### config.mk
export PLATFORM = sky130hd
export DESIGN_NAME = rom_fetch_unit
export DESIGN_NICKNAME = d
export VERILOG_FILES = /design/src/rtl/rom_fetch_unit.sv
export SDC_FILE = /design/constraint.sdc
export NUM_CORES = 1
export LEC_CHECK = 0
export CORE_UTILIZATION = 37
export DETAILED_ROUTE_END_ITERATION = 10
export DONT_BUFFER_PORTS = 1
export MAX_ROUTING_LAYER = met4
export PLACE_DENSITY = 0.48
export SLEW_MARGIN = 20
export SYNTH_ARGS = -nofsm -noshare
export SYNTH_HDL_FRONTEND = slang
export SYNTH_SLANG_ARGS = --single-unit
### constraint.sdc
create_clock -name clk -period 3.2 [get_ports clk]
set_input_delay 0.96 -clock clk [delete_from_list [all_inputs] [get_ports clk]]
set_output_delay 0.96 -clock clk [all_outputs]
set_load 0.01 [all_outputs]
### src/rtl/rom_fetch_unit.sv
// rom_fetch_unit: instruction-fetch initiator for the ROM_code memory.
// Owns the PC, sequences the ROM addr/CS strobe, captures the fetched word
// and hands it to decode over valid/ready. Redirects restart fetch at a
// new (word-aligned) PC and discard any fetch in flight.
module rom_fetch_unit #(
    parameter logic [31:0] RESET_PC      = 32'h0,
    parameter int          STROBE_CYCLES = 1
) (
    input  logic        clk,
    input  logic        reset_n,
    input  logic        fetch_en,
    output logic [31:0] rom_addr,
    output logic        rom_cs,
    input  logic [31:0] rom_data,
    output logic        inst_valid,
    input  logic        inst_ready,
    output logic [31:0] inst_data,
    output logic [31:0] inst_pc,
    input  logic        redirect_valid,
    input  logic [31:0] redirect_pc,
    output logic        misalign_err,
    output logic [31:0] fetch_count
);

    typedef enum logic [1:0] {
        ST_IDLE   = 2'd0,
        ST_SETUP  = 2'd1,
        ST_STROBE = 2'd2,
        ST_VALID  = 2'd3
    } state_t;

    // Counter value on the final CS-high cycle (counter runs 0..STROBE_CYCLES-1).
    localparam logic [3:0] STROBE_LAST = 4'(STROBE_CYCLES - 1);

    state_t      state_r;
    state_t      state_next_s;
    logic [31:0] pc_r;
    logic [31:0] pc_next_s;
    logic [3:0]  strobe_cnt_r;
    logic [3:0]  strobe_cnt_next_s;
    logic        rom_cs_r;
    logic        rom_cs_next_s;
    logic        inst_valid_r;
    logic        inst_valid_next_s;
    logic [31:0] inst_data_r;
    logic [31:0] inst_data_next_s;
    logic [31:0] inst_pc_r;
    logic [31:0] inst_pc_next_s;
    logic        misalign_r;
    logic        misalign_next_s;
    logic [31:0] fetch_count_r;
    logic [31:0] fetch_count_next_s;
    logic        handshake_s;

    assign handshake_s = (state_r == ST_VALID) && inst_ready;

    // State register.
    always_ff @(posedge clk or negedge reset_n) begin
        if (!reset_n) begin
            state_r <= ST_IDLE;
        end else begin
            state_r <= state_next_s;
        end
    end

    // Next-state logic; a redirect overrides every other transition.
    always_comb begin
        state_next_s = state_r;
        case (state_r)
            ST_IDLE: begin
                if (fetch_en) begin
                    state_next_s = ST_SETUP;
                end else begin
                    state_next_s = ST_IDLE;
                end
            end
            ST_SETUP: begin
                state_next_s = ST_STROBE;
            end
            ST_STROBE: begin
                if (strobe_cnt_r == STROBE_LAST) begin
                    state_next_s = ST_VALID;
                end else begin
                    state_next_s = ST_STROBE;
                end
            end
            ST_VALID: begin
                if (!inst_ready) begin
                    state_next_s = ST_VALID;
                end else if (fetch_en) begin
                    state_next_s = ST_SETUP;
                end else begin
                    state_next_s = ST_IDLE;
                end
            end
            default: begin
                state_next_s = ST_IDLE;
            end
        endcase
        if (redirect_valid) begin
            state_next_s = ST_SETUP;
        end else begin
            state_next_s = state_next_s;
        end
    end

    // Output/datapath next values: PC, strobe counter, capture, counters.
    always_comb begin
        pc_next_s          = pc_r;
        strobe_cnt_next_s  = 4'd0;
        inst_data_next_s   = inst_data_r;
        inst_pc_next_s     = inst_pc_r;
        fetch_count_next_s = fetch_count_r;
        misalign_next_s    = 1'b0;

        if (handshake_s) begin
            fetch_count_next_s = fetch_count_r + 32'd1;
            pc_next_s          = pc_r + 32'd4;
        end else begin
            fetch_count_next_s = fetch_count_r;
        end

        case (state_r)
            ST_STROBE: begin
                if (strobe_cnt_r == STROBE_LAST) begin
                    inst_data_next_s = rom_data;
                    inst_pc_next_s   = pc_r;
                end else begin
                    strobe_cnt_next_s = strobe_cnt_r + 4'd1;
                end
            end
            default: begin
                strobe_cnt_next_s = 4'd0;
            end
        endcase

        // Redirect wins over pc+4 and throws away any capture this cycle;
        // the handshake count above still stands.
        if (redirect_valid) begin
            pc_next_s         = {redirect_pc[31:2], 2'b00};
            strobe_cnt_next_s = 4'd0;
            inst_data_next_s  = inst_data_r;
            inst_pc_next_s    = inst_pc_r;
            misalign_next_s   = (redirect_pc[1:0] != 2'b00);
        end else begin
            misalign_next_s   = 1'b0;
        end

        rom_cs_next_s     = (state_next_s == ST_STROBE);
        inst_valid_next_s = (state_next_s == ST_VALID);
    end

    // Datapath and registered outputs.
    always_ff @(posedge clk or negedge reset_n) begin
        if (!reset_n) begin
            pc_r          <= RESET_PC;
            strobe_cnt_r  <= 4'd0;
            rom_cs_r      <= 1'b0;
            inst_valid_r  <= 1'b0;
            inst_data_r   <= 32'd0;
            inst_pc_r     <= 32'd0;
            misalign_r    <= 1'b0;
            fetch_count_r <= 32'd0;
        end else begin
            pc_r          <= pc_next_s;
            strobe_cnt_r  <= strobe_cnt_next_s;
            rom_cs_r      <= rom_cs_next_s;
            inst_valid_r  <= inst_valid_next_s;
            inst_data_r   <= inst_data_next_s;
            inst_pc_r     <= inst_pc_next_s;
            misalign_r    <= misalign_next_s;
            fetch_count_r <= fetch_count_next_s;
        end
    end

    assign rom_addr     = pc_r;
    assign rom_cs       = rom_cs_r;
    assign inst_valid   = inst_valid_r;
    assign inst_data    = inst_data_r;
    assign inst_pc      = inst_pc_r;
    assign misalign_err = misalign_r;
    assign fetch_count  = fetch_count_r;

endmodule
==> summary by stage <==
Run status
The run finished with clean final reports.

Hold path
The type of the worst min-delay path is in2async.

Timing
In the post-route analysis, the smallest setup slack over all paths is 714.0 ps. The final max-slew violation count came to 0. The aggregate negative setup slack is 0 ps. Setup repair after global routing left no endpoint under its margin. At the pin with the least slew margin, the transition time is 903.5 ps. Hold is met by 245.0 ps.

For the finished layout, the period the worst path requires is 2486 ps. The worst path uses 77.69% of the clock period. Headroom to the max-slew limit came out at 39.27%.

The worst clock skew on the final layout is 7.443 ps. Setup violations remaining at the end of the flow were counted as 0. Timing would allow up to 402.2 MHz. The final count of hold timing violations is 0.

Drt
The detail route stage leaves a number of antenna-violating nets equal to 0. The total detailed-routing wirelength is 13,320 um. The number of DRC violations after detailed-routing iteration 0 is 160. The routed wirelength normalized by instance count is 18.17 um. Before antenna repair, the detailed router went through 4 iterations. After detailed routing, the number of remaining DRC violations is 0. Dividing the detail-routed via count by the number of cells gives 5.349. The number of vias in the routed layout is 3,921.

Logic synthesis
The cell with the most instances after synthesis is sky130_fd_sc_hd__dfrtp_1. The top flip-flop cell by instance count after synthesis is sky130_fd_sc_hd__dfrtp_1. The post-synthesis cell type with the largest combined area is sky130_fd_sc_hd__dfrtp_1. The cell count after synthesis came out at 513.

The Yosys warning count is 0. The synthesized area per cell is 11.58 um2. The register bit total from synthesis is 133. Summing the sequential cell areas from Yosys gives 56.05% of the chip area. Yosys attributes the largest share of cell area to sky130_fd_sc_hd__dfrtp_1 56%, sky130_fd_sc_hd__mux2_2 11%, sky130_fd_sc_hd__xnor2_1 5.2%, sky130_fd_sc_hd__nand2_1 2.7%, sky130_fd_sc_hd__nand3_1 2.2%. After synthesis, the most frequently instantiated cells are 133 x sky130_fd_sc_hd__dfrtp_1, 57 x sky130_fd_sc_hd__mux2_2, 42 x sky130_fd_sc_hd__nand2_1, 35 x sky130_fd_sc_hd__xnor2_1, 27 x sky130_fd_sc_hd__nor2_1. The top cell type's share of synthesized area is 56.05%.

The number of distinct standard cells referenced by the synthesized netlist is 44. Of all flip-flops after synthesis, the portion carrying an async set or reset was 100.0%. In this run the cell area of the synthesized design comes to 5938 um2. The number of enable flip-flop cells after synthesis is 0.

Critical path
The largest driver fanout on the critical path is 18. The worst reg2reg path startpoint is state_r[0]$_DFF_PN0_. The worst setup path is captured at a flop.

Data arrives at the worst endpoint at 2810 ps. The most critical setup path has its startpoint at state_r[0]$_DFF_PN0_. The critical path class is reg2reg.

Data on the critical path is required at its endpoint by 3530 ps. The category of the worst setup path launch point is a flop.

Final layout
Of the cells placed in the final design, the portion with a size suffix greater than 1 is 19.35%. The area of all placed cells without fillers is 6701 um2. The final-stage net count is 582. Counting the fill cells in the layout gives 1,487. The post-synthesis to final-layout area growth is 12.85%. The number of diodes is 0. Summing all multi-input logic gate instances after layout gives 2440 um2.

The footprint of the flip-flops and latches is 3328 um2. After the flow finishes, the layout carries non-filler instances totaling 733.

Die
The die span in y is 128.7 um. The initial core utilization is 38.49%. Pin placement for this block handled 200 I/O pins. The die covers 16,560 um2. The standard cell core area is 15,430 um2. The horizontal die dimension is 128.7 um. The number of standard-cell rows in the floorplan is 45.

CTS
The clock passes through at most 2 buffers. In this run the post-CTS setup repair buffer count came out at 0. The clock slew seen by the registers of the worst setup and hold paths is 60 ps. In this run, post-CTS hold repair placed 0 buffers. The number of buffers added by the clock tree synthesis step is 17. The tree is rooted in a sky130_fd_sc_hd__clkbuf_16. The clock reaches the later pin of the worst-skew pair after 410 ps.

The maximum level of the CTS H-tree is 4. The count of instances resized after the clock tree is built is 0. The clock tree from TritonCTS is yes. The clock sink count is 133.

Global routing
Across every metal layer, demand over resource in global routing totals 17.24%. The leftover overflow at the end of global routing is 0. The number of global-route vias before repair came to 3,906. The first global-routing pass estimated 20,910 um of wire. The number of antenna violations at the first check in global routing is 0.

Entering global routing, the biggest net connects 134 pins.

Placed design
Routability-driven placement finished with a final weighted congestion of 0.7722. The instance area at placement is 6116 um2. OpenSTA, run right after detailed placement, puts the worst setup slack at 433.8 ps. The number of cells in the design after placement is 701. The placed wire-length estimate after detailed placement is 9097 um. The number of port buffers is 0.

Flow run
The number of max-cap violations is 0.

Pwr
The total leakage power is 2.776 nW. The maximum VDD drop is 0.0003766 V. The power density relative to cell area is 724.0 nW/um2.
==> per-stage QoR <==
| stage | util [%] | total power, mW |
|---|---|---|
| after CTS | 43.44 | 4.922 |
| final | 43.44 | 4.852 |
| after global routing | 43.44 | 5.097 |
| after floorplan | - | 2.829 |
| after global placement | 39.64 | 2.960 |
| after detailed placement | 39.64 | 2.987 |
==> cells in the final DEF, fill, tap and decap left out, types with 3 or more instances in the layout <==
cell type                    count
sky130_fd_sc_hd__dfrtp_1       133
sky130_fd_sc_hd__mux2_2         57
sky130_fd_sc_hd__nand2_1        42
sky130_fd_sc_hd__xnor2_1        35
sky130_fd_sc_hd__nor2_1         27
sky130_fd_sc_hd__nand3_1        25
sky130_fd_sc_hd__o21ai_0        21
sky130_fd_sc_hd__nand4_1        17
sky130_fd_sc_hd__clkbuf_16      17
sky130_fd_sc_hd__or4_1          16
sky130_fd_sc_hd__a31oi_1        15
sky130_fd_sc_hd__o31ai_1        11
sky130_fd_sc_hd__inv_1          10
sky130_fd_sc_hd__and3_1          9
sky130_fd_sc_hd__xor2_1          9
sky130_fd_sc_hd__nor3_1          8
sky130_fd_sc_hd__nor4_1          8
sky130_fd_sc_hd__or3_1           6
sky130_fd_sc_hd__clkinv_2        5
sky130_fd_sc_hd__and4_1          4
sky130_fd_sc_hd__ha_1            4
sky130_fd_sc_hd__conb_1          4
sky130_fd_sc_hd__clkinvlp_4      4
sky130_fd_sc_hd__buf_4           3
==> critical path: stages (launching register included) <==
cell	delay, ps
sky130_fd_sc_hd__dfrtp_1	590
sky130_fd_sc_hd__nand3_4	220
sky130_fd_sc_hd__or4_1	850
sky130_fd_sc_hd__or4_1	570
sky130_fd_sc_hd__a31oi_1	180
==> report_power, final <==
group | internal, mW | switching (mW)
combinational | 0.272 | 0.159
sequential | 2.03 | 0.486
clock | 1.18 | 0.724
total | 3.48 | 1.37
==> metal layers <==
metal  track usage, %  part of all wire [%]  vias up
met2            25.37                    46      143
met4            5.813                   1.1        0
met5                -                     0        -
met1            21.71                    45     1932
li1                 -                     -     1834
met3            6.528                   7.7       12
==> sequential cells by signal, summed over array words and instances (netlist names) <==
| signal | count |
|---|---|
| fetch_count | 32 |
| misalign_err | 1 |
| inst_pc | 30 |
| inst_valid | 1 |
| strobe_cnt_r | 4 |
| state_r | 2 |
| inst_data | 32 |
| rom_cs | 1 |
| rom_addr | 30 |
==> worst paths after layout <==
kind	endpoint	slack (ps)	cells after the start
setup / recovery	rom_addr[31]$_DFFE_PN0P_	710	4
hold / removal	misalign_err$_DFF_PN0_	240	0
setup reg to reg	rom_addr[31]$_DFFE_PN0P_	710	4
hold reg to reg	strobe_cnt_r[0]$_DFF_PN0_	500	1
max in group asynchronous	state_r[0]$_DFF_PN0_	2770	0
min in group clk	strobe_cnt_r[0]$_DFF_PN0_	500	1
==> layout make-up <==
class,instances,area share [%]
flip-flops and latches,133,49.66
repair buffers,4,0.6348
clock inverters,13,1.979
inverters,11,0.6161
multi-input cells,342,36.41
clock buffers,19,6.759
well taps,211,3.940
==> cell families after synthesis <==
| family | Yosys count | synth area share, % |
|---|---|---|
| compound gates | 54 | 5.668 |
| xor+xnor | 44 | 6.490 |
| mux | 59 | 11.15 |
| other cells | 1 | 0.06315 |
| simple gates | 177 | 16.48 |
| fa+ha+maj | 4 | 0.8428 |
| flops | 133 | 56.05 |
| buf+inv | 41 | 3.266 |
No activity file was read; power rests on OpenSTA's default activity.
